[config.mk]
export PLATFORM = sky130hd
export DESIGN_NAME = design_gen_mac
export DESIGN_NICKNAME = d
export VERILOG_FILES = /design/src/rtl/design_gen_pkg.sv /design/src/rtl/design_gen_fifo.sv /design/src/rtl/design_gen_mac.sv
export SDC_FILE = /design/constraint.sdc
export NUM_CORES = 1
export LEC_CHECK = 0
export BUFFER_PORTS_ARGS = -buffer_cell sky130_fd_sc_hd__clkbuf_2
export CAP_MARGIN = 0
export CORE_UTILIZATION = 55
export DETAILED_ROUTE_END_ITERATION = 12
export PLACE_DENSITY = 0.85
export SYNTH_ARGS = -nofsm -noshare
export SYNTH_HDL_FRONTEND = slang
export SYNTH_SLANG_ARGS = --single-unit
export TNS_END_PERCENT = 5
[constraint.sdc]
create_clock -name CLK -period 2.4 [get_ports CLK]
set_clock_uncertainty 0.15 [all_clocks]
set_input_delay 0 -clock CLK [delete_from_list [all_inputs] [get_ports CLK]]
set_output_delay 0 -clock CLK [all_outputs]
set_load 0.02 [all_outputs]
[src/rtl/design_gen_pkg.sv]
// design_gen_pkg: shared types and helpers for the design_gen MAC block.
//   op_t        - operation selected by the OP parameter (multiply / add)
//   eng_state_t - engine FSM states
//   clog2       - elaboration-time ceiling log2, used to size counters/pointers
package design_gen_pkg;

    typedef enum logic {
        OP_MUL = 1'b0,
        OP_ADD = 1'b1
    } op_t;

    typedef enum logic [1:0] {
        IDLE = 2'd0,
        BUSY = 2'd1,
        WAIT = 2'd2
    } eng_state_t;

    // Smallest r with 2**r >= value; returns 0 for value <= 1.
    function automatic int clog2(input int value);
        int r;
        r = 0;
        for (int i = 0; i < 31; i++) begin
            if ((1 << i) < value) r = i + 1;
        end
        return r;
    endfunction

endpackage

[src/rtl/design_gen_fifo.sv]
// design_gen_fifo: synchronous operand-pair queue, DEPTH entries of 2*WIDTH bits.
//   CLK          - clock
//   RST          - synchronous active-high reset (clears count and pointers)
//   enq_i        - write enq_data_i at the rising edge (caller gates with !full_o)
//   enq_data_i   - {a, b}
//   deq_i        - drop the head entry at the rising edge (caller gates with !empty_o)
//   deq_data_o   - head entry, valid while empty_o = 0
//   full_o       - no free entry
//   empty_o      - no stored entry
module design_gen_fifo
    import design_gen_pkg::*;
#(
    parameter int WIDTH = 12,
    parameter int DEPTH = 4
) (
    input  logic                 CLK,
    input  logic                 RST,
    input  logic                 enq_i,
    input  logic [2*WIDTH-1:0]   enq_data_i,
    input  logic                 deq_i,
    output logic [2*WIDTH-1:0]   deq_data_o,
    output logic                 full_o,
    output logic                 empty_o
);

    localparam int PW = clog2(DEPTH);

    logic [2*WIDTH-1:0] mem [DEPTH];
    logic [PW-1:0]      wr_ptr_q, wr_ptr_d;
    logic [PW-1:0]      rd_ptr_q, rd_ptr_d;
    logic [PW:0]        count_q,  count_d;

    assign full_o     = (count_q == (PW+1)'(DEPTH));
    assign empty_o    = (count_q == '0);
    assign deq_data_o = mem[rd_ptr_q];

    // Pointers wrap naturally because DEPTH is a power of two.
    always_comb begin
        wr_ptr_d = wr_ptr_q;
        rd_ptr_d = rd_ptr_q;
        count_d  = count_q;
        if (enq_i) wr_ptr_d = wr_ptr_q + PW'(1);
        if (deq_i) rd_ptr_d = rd_ptr_q + PW'(1);
        if (enq_i && !deq_i)      count_d = count_q + (PW+1)'(1);
        else if (!enq_i && deq_i) count_d = count_q - (PW+1)'(1);
    end

    // NOTE: sequential state uses non-blocking assignments so every register
    // samples the pre-edge values regardless of statement order.
    always_ff @(posedge CLK) begin
        if (RST) begin
            wr_ptr_q <= '0;
            rd_ptr_q <= '0;
            count_q  <= '0;
        end else begin
            wr_ptr_q <= wr_ptr_d;
            rd_ptr_q <= rd_ptr_d;
            count_q  <= count_d;
        end
    end

    // NOTE: storage is deliberately not reset; clearing the pointers and count
    // already makes every entry unreachable, and an unreset array maps to RAM.
    always_ff @(posedge CLK) begin
        if (enq_i) mem[wr_ptr_q] <= enq_data_i;
    end

endmodule

[src/rtl/design_gen_mac.sv]
// design_gen_mac: queued operand pairs -> sequential multiply/add engine ->
// one-entry result register -> running modular checksum on consume.
//   CLK, RST              - clock, synchronous active-high reset
//   start_a, start_b      - operands; EN_start enqueues them when RDY_start = 1
//   RDY_start             - input queue not full
//   resresult, RDY_result - result register value (0 when empty) and its valid
//   EN_check              - consume strobe, honoured when RDY_check = 1
//   chresult              - checksum + resresult, combinational
//   RDY_check             - same as RDY_result
module design_gen_mac
    import design_gen_pkg::*;
#(
    parameter int WIDTH = 12,
    parameter int DEPTH = 4,
    parameter int OP    = 0
) (
    input  logic             CLK,
    input  logic             RST,
    input  logic [WIDTH-1:0] start_a,
    input  logic [WIDTH-1:0] start_b,
    input  logic             EN_start,
    output logic             RDY_start,
    output logic [WIDTH-1:0] resresult,
    output logic             RDY_result,
    input  logic             EN_check,
    output logic [WIDTH-1:0] chresult,
    output logic             RDY_check
);

    localparam op_t OP_SEL = (OP == 0) ? OP_MUL : OP_ADD;
    localparam int  CW     = (clog2(WIDTH) < 1) ? 1 : clog2(WIDTH);

    eng_state_t       state_q, state_d;
    logic [WIDTH-1:0] acc_q, acc_d;
    logic [WIDTH-1:0] ma_q, ma_d;
    logic [WIDTH-1:0] mb_q, mb_d;
    logic [CW-1:0]    cnt_q, cnt_d;
    logic [WIDTH-1:0] out_q, out_d;
    logic             out_valid_q, out_valid_d;
    logic [WIDTH-1:0] csum_q, csum_d;

    logic                fifo_full, fifo_empty, enq, pop;
    logic [2*WIDTH-1:0]  head;
    logic                consume, out_free, last;

    assign enq = EN_start && !fifo_full;

    design_gen_fifo #(
        .WIDTH (WIDTH),
        .DEPTH (DEPTH)
    ) u_fifo (
        .CLK        (CLK),
        .RST        (RST),
        .enq_i      (enq),
        .enq_data_i ({start_a, start_b}),
        .deq_i      (pop),
        .deq_data_o (head),
        .full_o     (fifo_full),
        .empty_o    (fifo_empty)
    );

    assign RDY_start  = !fifo_full;
    assign RDY_result = out_valid_q;
    assign RDY_check  = out_valid_q;
    assign resresult  = out_valid_q ? out_q : '0;
    assign chresult   = csum_q + resresult;

    assign consume  = EN_check && out_valid_q;
    // The result slot can take a new value if empty or being emptied this edge.
    assign out_free = !out_valid_q || consume;

    // NOTE: every output of this block gets a default first, so no path leaves
    // a variable unassigned and no latch is inferred.
    always_comb begin
        state_d     = state_q;
        acc_d       = acc_q;
        ma_d        = ma_q;
        mb_d        = mb_q;
        cnt_d       = cnt_q;
        out_d       = out_q;
        out_valid_d = out_valid_q;
        csum_d      = csum_q;
        pop         = 1'b0;
        last        = 1'b0;

        if (consume) begin
            csum_d      = chresult;
            out_valid_d = 1'b0;
        end

        unique case (state_q)
            IDLE: begin
                if (!fifo_empty) begin
                    pop     = 1'b1;
                    acc_d   = '0;
                    ma_d    = head[2*WIDTH-1:WIDTH];
                    mb_d    = head[WIDTH-1:0];
                    cnt_d   = '0;
                    state_d = BUSY;
                end
            end
            BUSY: begin
                if (OP_SEL == OP_MUL) begin
                    acc_d = mb_q[0] ? (acc_q + ma_q) : acc_q;
                    ma_d  = ma_q << 1;
                    mb_d  = mb_q >> 1;
                    cnt_d = cnt_q + CW'(1);
                    last  = (cnt_q == CW'(WIDTH - 1));
                end else begin
                    acc_d = ma_q + mb_q;
                    last  = 1'b1;
                end
                if (last) begin
                    if (out_free) begin
                        out_d       = acc_d;
                        out_valid_d = 1'b1;
                        state_d     = IDLE;
                    end else begin
                        state_d = WAIT;
                    end
                end
            end
            WAIT: begin
                if (out_free) begin
                    out_d       = acc_q;
                    out_valid_d = 1'b1;
                    state_d     = IDLE;
                end
            end
            default: state_d = IDLE;
        endcase
    end

    always_ff @(posedge CLK) begin
        if (RST) begin
            state_q     <= IDLE;
            acc_q       <= '0;
            ma_q        <= '0;
            mb_q        <= '0;
            cnt_q       <= '0;
            out_q       <= '0;
            out_valid_q <= 1'b0;
            csum_q      <= '0;
        end else begin
            state_q     <= state_d;
            acc_q       <= acc_d;
            ma_q        <= ma_d;
            mb_q        <= mb_d;
            cnt_q       <= cnt_d;
            out_q       <= out_d;
            out_valid_q <= out_valid_d;
            csum_q      <= csum_d;
        end
    end

endmodule

==> metrics.txt, run 1 <==
first-pass GRT wire length=around 30 mm; Hold Path Class=input port to flop; Slew Limit Fails=0; Avg Cell Area, Syn=about 12 um2; vias per cell=around 6.0; Hold Startpoint=start_b[9]; Synth Flop Type=edfxtp_1; Clock Path Buffers=2; Yosys top cell area share=between 30% and 40%; # Max-Cap Violations=0; Syn Inst Count=around 680; internal power=6.38 mW; WP data required=2250 ps; dpl cell area=about 8800 um2; slew margin rel.=67.8%; worst slew pin tran=roughly 480 ps; pin count of the biggest net entering global routing=47; Layout Cells excl Fill=990; critical-path cell list=and2_4 -> ha_4 -> fa_2 -> a21o_1 -> a221o_1 -> o41ai_4 -> xnor2_2 -> clkbuf_8; Cells after DPL=a little over 900; Ys Warns=0; share of synthesized registers carrying an async set or reset=0%; Tmin final=2810 ps; Pre-Repair DR Iteration Count=5; Crit path buffers/inverters=1; fin util=between 70% and 80%; CP Capture Point=chresult[8]; failing checks=setup timing; Worst Path Arrival=around 2700 ps; Crit Path Class=flop to primary output; reg2reg start=RDY_check; number of cells on the critical path=8; Total GRT Usage=26.9%; reg-to-reg endpoint=csum_q[11]; layout cells sized above 1=between 20% and 30%; routed len/inst=approximately 19 um; Antenna Cells=0; clk_lat worst skew=~430 ps; Post-synth top cells=96 x edfxtp_1, 76 x dfxtp_1, 67 x nor2_1; Initial Utilization=between 50% and 60%; setup slack, reg-to-reg=-190 ps; drt total wl=between 15 and 20 mm; initial drt markers=approximately 460; Num CTS Buffers=17; CP max-delay cell=dfxtp_4; Leakage=3.79 nW; Net Sw Frac=32.7%; core area=roughly 14000 um2; synthesized area=8040 um2; area leader, netlist=edfxtp_1; post-synth net total=740; Die H=between 100 and 150 um; Chip Width=123 um; FMAX=356 MHz; post-DP HPWL=about 12 mm; CP max stage delay=370 ps; number of hold violations in the final report=0; Peak supply drop=around 1.1 mV; outcome=finished with violations; CP max FO=7; H-tree levels=4; P per Cell Area=between 900 and 1000 nW/um2; Seq/Total Area, Yosys=about 55%; crit end category=primary output; clk root buf=clkbuf_16; unrepaired setup endpoints after global routing=true; Comb power frac=~30%; CTS Sinks=between 150 and 200; crit path from=RDY_check; final worst setup slack=-408 ps; delay-heaviest family, CP=compound AO/OA/AOI/OAI gates; largest cells by area after synthesis=edfxtp_1 36%, dfxtp_1 19%, mux4_2 6.7%; vias in the first global route=about 6000; Net Switching=just over 3 mW; final setup fails=10; post-synthesis cell type count=slightly above 60; post-route design area=between 9000 and 10000 um2; Reg power frac=between 40% and 50%; Rows=43; CP startpoint kind=flop; GP Congestion=between 0.8 and 0.9; Clock Power Share=around 30%; Final nets=859; post-route ant nets=0; area growth from synthesis to layout=24.1%; count leader, synth=edfxtp_1; initial antenna violation count=0; crit share post-route=117%; Reg clk slew, reported paths=~70 ps; via count=between 5000 and 6000; Hold Path Stages=2; EDFF count, synth=96; CTS tree=done; register bit total from synthesis=between 150 and 200; I/O Buffers=between 50 and 60; DRC viols=0; aggregate global routing overflow=0; die area=between 15000 and 20000 um2; R2R cell count=10; num ports=55
-- sequential cells by signal, summed over array words and instances, names as in the netlist, 3 cells and up, named ones only --
name	flops
out_q	12
u_fifo.count_q	3
u_fifo.mem	96
cnt_q	4
mb_q	12
acc_q	12
ma_q	12
csum_q	12
-- metal layers --
layer	track usage [%]	wire [um]	vias up
met5	0	0	-
li1	-	-	2770
met3	5.81	927	43
met1	31.0	7710	2874
met4	11.0	396	0
met2	48.3	9880	205
-- worst min path at each step --
| stage | endpoint | slack (ps) |
|---|---|---|
| 2_1_floorplan | u_fifo.mem[0][0] | -50 |
| 3_3_place_gp | u_fifo.mem[1][21] | 60 |
| 3_5_place_dp | u_fifo.mem[1][0] | 70 |
| 4_1_cts | u_fifo.mem[3][19] | 160 |
| 5_1_grt | u_fifo.mem[2][8] | 170 |
| 6_report | u_fifo.mem[2][9] | 180 |
-- cell usage in the layout, fill, tap and decap left out, types with 4 or more instances in the layout --
cell type,n
edfxtp_1,96
dfxtp_1,74
nor2_1,67
buf_4,58
nand2_1,47
clkbuf_2,46
a21oi_1,40
mux2i_1,31
dlygate4sd3_1,28
a211oi_1,26
mux4_2,24
ha_1,20
clkbuf_16,17
o21ai_0,16
inv_1,15
xnor2_1,13
nor3_1,11
ha_4,9
and2_4,8
xor2_1,8
nand3_1,8
and2_1,7
nor2b_1,7
and3_1,6
a22oi_1,6
a21o_1,5
o21ai_1,5
nand2b_1,5
or3_1,4
a31oi_1,4
a22o_1,4
inv_8,4
-- cell type report --
| cell class | count | area [um2] |
|---|---|---|
| fill | 905 | 4070 |
| sequential | 172 | 4410 |
| inverter | 15 | 56.3 |
| timing repair buffer | 139 | 1030 |
| multi-input combinational | 452 | 3650 |
| clock inverter | 12 | 153 |
| tap | 180 | 225 |
| clock buffer | 20 | 447 |
-- power groups by stage --
stage / Sequential (mW) / Clock (mW) / Combinational [mW]
4_1_cts: 3.83 / 2.81 / 2.79
3_5_place_dp: 3.88 / 0 / 2.68
3_3_place_gp: 3.84 / 0 / 2.55
5_1_grt: 3.88 / 2.95 / 3.09
6_report: 3.85 / 2.79 / 2.85
2_1_floorplan: 3.79 / 0 / 2.03
-- cells by family after synthesis --
logic type | count (synthesis) | share of synthesized area (%)
and+or+nand+nor | 190 | 11.2
DFF | 172 | 54.8
AOI/OAI and AO/OA | 150 | 12.5
muxes | 55 | 10.6
buffers and inverters | 54 | 2.82
adders and majority gates | 34 | 5.57
xor gates and xnor gates | 23 | 2.51
-- per-stage QoR --
stage / worst slack [ps] / total power [mW] / TNS [ps] / hold slack, ps
after floorplan: -313 / 5.83 / -1520 / -51.1
after global placement: -173 / 6.39 / -508 / 62.2
after detailed placement: -184 / 6.56 / -716 / 71.4
after CTS: -398 / 9.42 / -2170 / 160
after global routing: -476 / 9.92 / -3330 / 174
final: -408 / 9.49 / -2180 / 176
-- timing repair --
action,in CTS,in global routing
pin swaps,17,5
resized for setup,33,26
endpoints found under the hold margin,155,0
setup endpoints to repair,17,25
hold buffers,28,0
setup buffers,2,0
Note: power is estimated with default switching activity, not from simulation.
==> run 2: changes to the inputs <==
--- a/config.mk
+++ b/config.mk
@@ -9,7 +9,10 @@
 export CAP_MARGIN = 0
 export CORE_UTILIZATION = 55
 export DETAILED_ROUTE_END_ITERATION = 12
+export GPL_TIMING_DRIVEN = 0
 export PLACE_DENSITY = 0.85
+export REMOVE_ABC_BUFFERS = 1
+export SLEW_MARGIN = 5
 export SYNTH_ARGS = -nofsm -noshare
 export SYNTH_HDL_FRONTEND = slang
 export SYNTH_SLANG_ARGS = --single-unit
==> metrics.txt, run 2 (same netlist as run 1, synthesis figures left out) <==
CTS Sinks=172 (unchanged); Crit Path Class=flop to primary output; Filler Cells Inserted=950 (+5.0%); Rows=43 (unchanged); WP data required=2250 ps (about the same); setup slack, reg-to-reg=-130 ps (+60 ps); slew margin rel.=14.3% (-54 points); crit share post-route=117% (about the same); via count=5645 (-4.2%); FMAX=356 MHz (about the same); DRC viols=0 (unchanged); Final nets=814 (-5.2%); clk root buf=clkbuf_16; Net Sw Frac=32.0% (-0.71 points); core area=14000 um2 (unchanged); # Max-Cap Violations=0 (unchanged); routed len/inst=18.5 um (-3.2%); Peak supply drop=0.782 mV (-30%); Clock Path Buffers=2 (unchanged); failing checks=setup timing; Antenna Cells=0 (unchanged); H-tree levels=4 (unchanged); fin util=68.8% (-2.2 points); Layout Cells excl Fill=944 (-4.6%); first-pass GRT wire length=27.9 mm (-7.4%); Tmin final=2810 ps (-2.14 ps); die area=15100 um2 (unchanged); drt total wl=17.5 mm (-7.7%); Total GRT Usage=24.7% (-2.2 points); post-route ant nets=0 (unchanged); Net Switching=2.96 mW (-4.7%); Comb power frac=27.1% (-2.9 points); Hold Path Class=input port to flop; worst slew pin tran=1290 ps (+803 ps); CP max FO=8 (+1); vias per cell=5.98 (+0.48%); area growth from synthesis to layout=20.2%; multi-input logic area=3700 um2 (+1.4%); Reg power frac=43.3% (+2.8 points); Leakage=3.54 nW (-6.7%); Most flops, register=u_fifo.mem; final setup fails=11 (+1); layout cells sized above 1=23.8% (-2.4 points); crit end category=primary output; highest-count cells in the layout ignoring fill and taps=96 x edfxtp_1, 72 x dfxtp_1, 67 x nor2_1; Slew Limit Fails=0 (unchanged); CTS tree=done; Clock Power Share=29.6% (+0.2 points); P per Cell Area=956 nW/um2 (+0.50%); Power, Total=9.24 mW (-2.6%); number of hold violations in the final report=0 (unchanged); vias in the first global route=5787 (-3.6%); internal power=6.28 mW (-1.6%); outcome=finished with violations; most common cell after layout, fill and taps aside=edfxtp_1; Initial Utilization=57.2% (unchanged); register area=4420 um2 (+0.17%); clk_lat worst skew=440 ps (about the same); Cells after DPL=874 (-5.8%); pin count of the biggest net entering global routing=74 (+57%); aggregate global routing overflow=0 (unchanged); initial drt markers=329 (-29%); final worst setup slack=-406 ps (+2.14 ps); Die H=123 um (unchanged); worst hold slack=161 ps (-15.1 ps); Num CTS Buffers=17 (unchanged); Chip Width=123 um (unchanged); unrepaired setup endpoints after global routing=true; Pre-Repair DR Iteration Count=4 (-1); initial antenna violation count=0 (unchanged); CP startpoint kind=flop; GP Congestion=0.881 (+0.16%); post-route design area=9660 um2 (-3.1%); pre-CTS setup slack=-586 ps (-402 ps); setup tns final=-2280 ps (-90.7 ps); Worst Path Arrival=2660 ps (about the same); post-DP HPWL=10.4 mm (-10%); num ports=55 (unchanged); dpl cell area=8390 um2 (-4.8%); Reg clk slew, reported paths=70 ps (about the same); Largest register FFs=96 (unchanged); I/O Buffers=54 (unchanged)
-- run 2: power by group through the flow --
stage	Sequential [mW]	Clock (mW)	Combinational, mW
after floorplan	3.90	0	1.82
after global placement	4.00	0	2.19
after detailed placement	4.05	0	2.34
after CTS	4.00	2.75	2.44
after global routing	4.07	2.86	2.78
final	4.00	2.73	2.50
-- run 2: repair_timing --
item	in CTS	in global routing
hold buffers	26	0
endpoints found under the hold margin	100	0
gates resized for setup	36	51
setup endpoints to repair	59	33
pin swaps	12	20
buffers inserted	9	4
-- run 2: final timing paths --
| path | from | end | depth (start not counted) |
|---|---|---|---|
| min | RST | u_fifo.wr_ptr_q[1] | 2 |
| max | RDY_check | chresult[11] | 9 |
| max reg2reg | RDY_check | csum_q[11] | 8 |
| min reg2reg | out_q[6] | out_q[6] | 2 |
-- run 2: worst max-delay path, stage by stage, from the launching register on --
cell and delay, ps:
dfxtp_4 390, and2_4 190, ha_4 220, a211oi_4 300
o211a_1 240, o221a_1 240, a21oi_2 80, or2_4 250
xnor2_2 140, buf_4 150
-- run 2: routing by layer --
layer	GRT usage (%)	vias up	part of all wire (%)
met3	4.55	32	4.9
met4	10.8	0	2.0
li1	-	2687	-
met2	45.3	184	52
met5	0	-	0
met1	27.8	2742	41
-- run 2: final cells by class --
class                           instances  share of cell area (%)
Clock inverter                         12                    1.42
Sequential cell                       172                    45.7
Inverter                               15                   0.583
Clock buffer                           19                    4.58
Timing Repair Buffer                   94                    7.03
Tap cell                              180                    2.33
Multi-Input combinational cell        452                    38.3
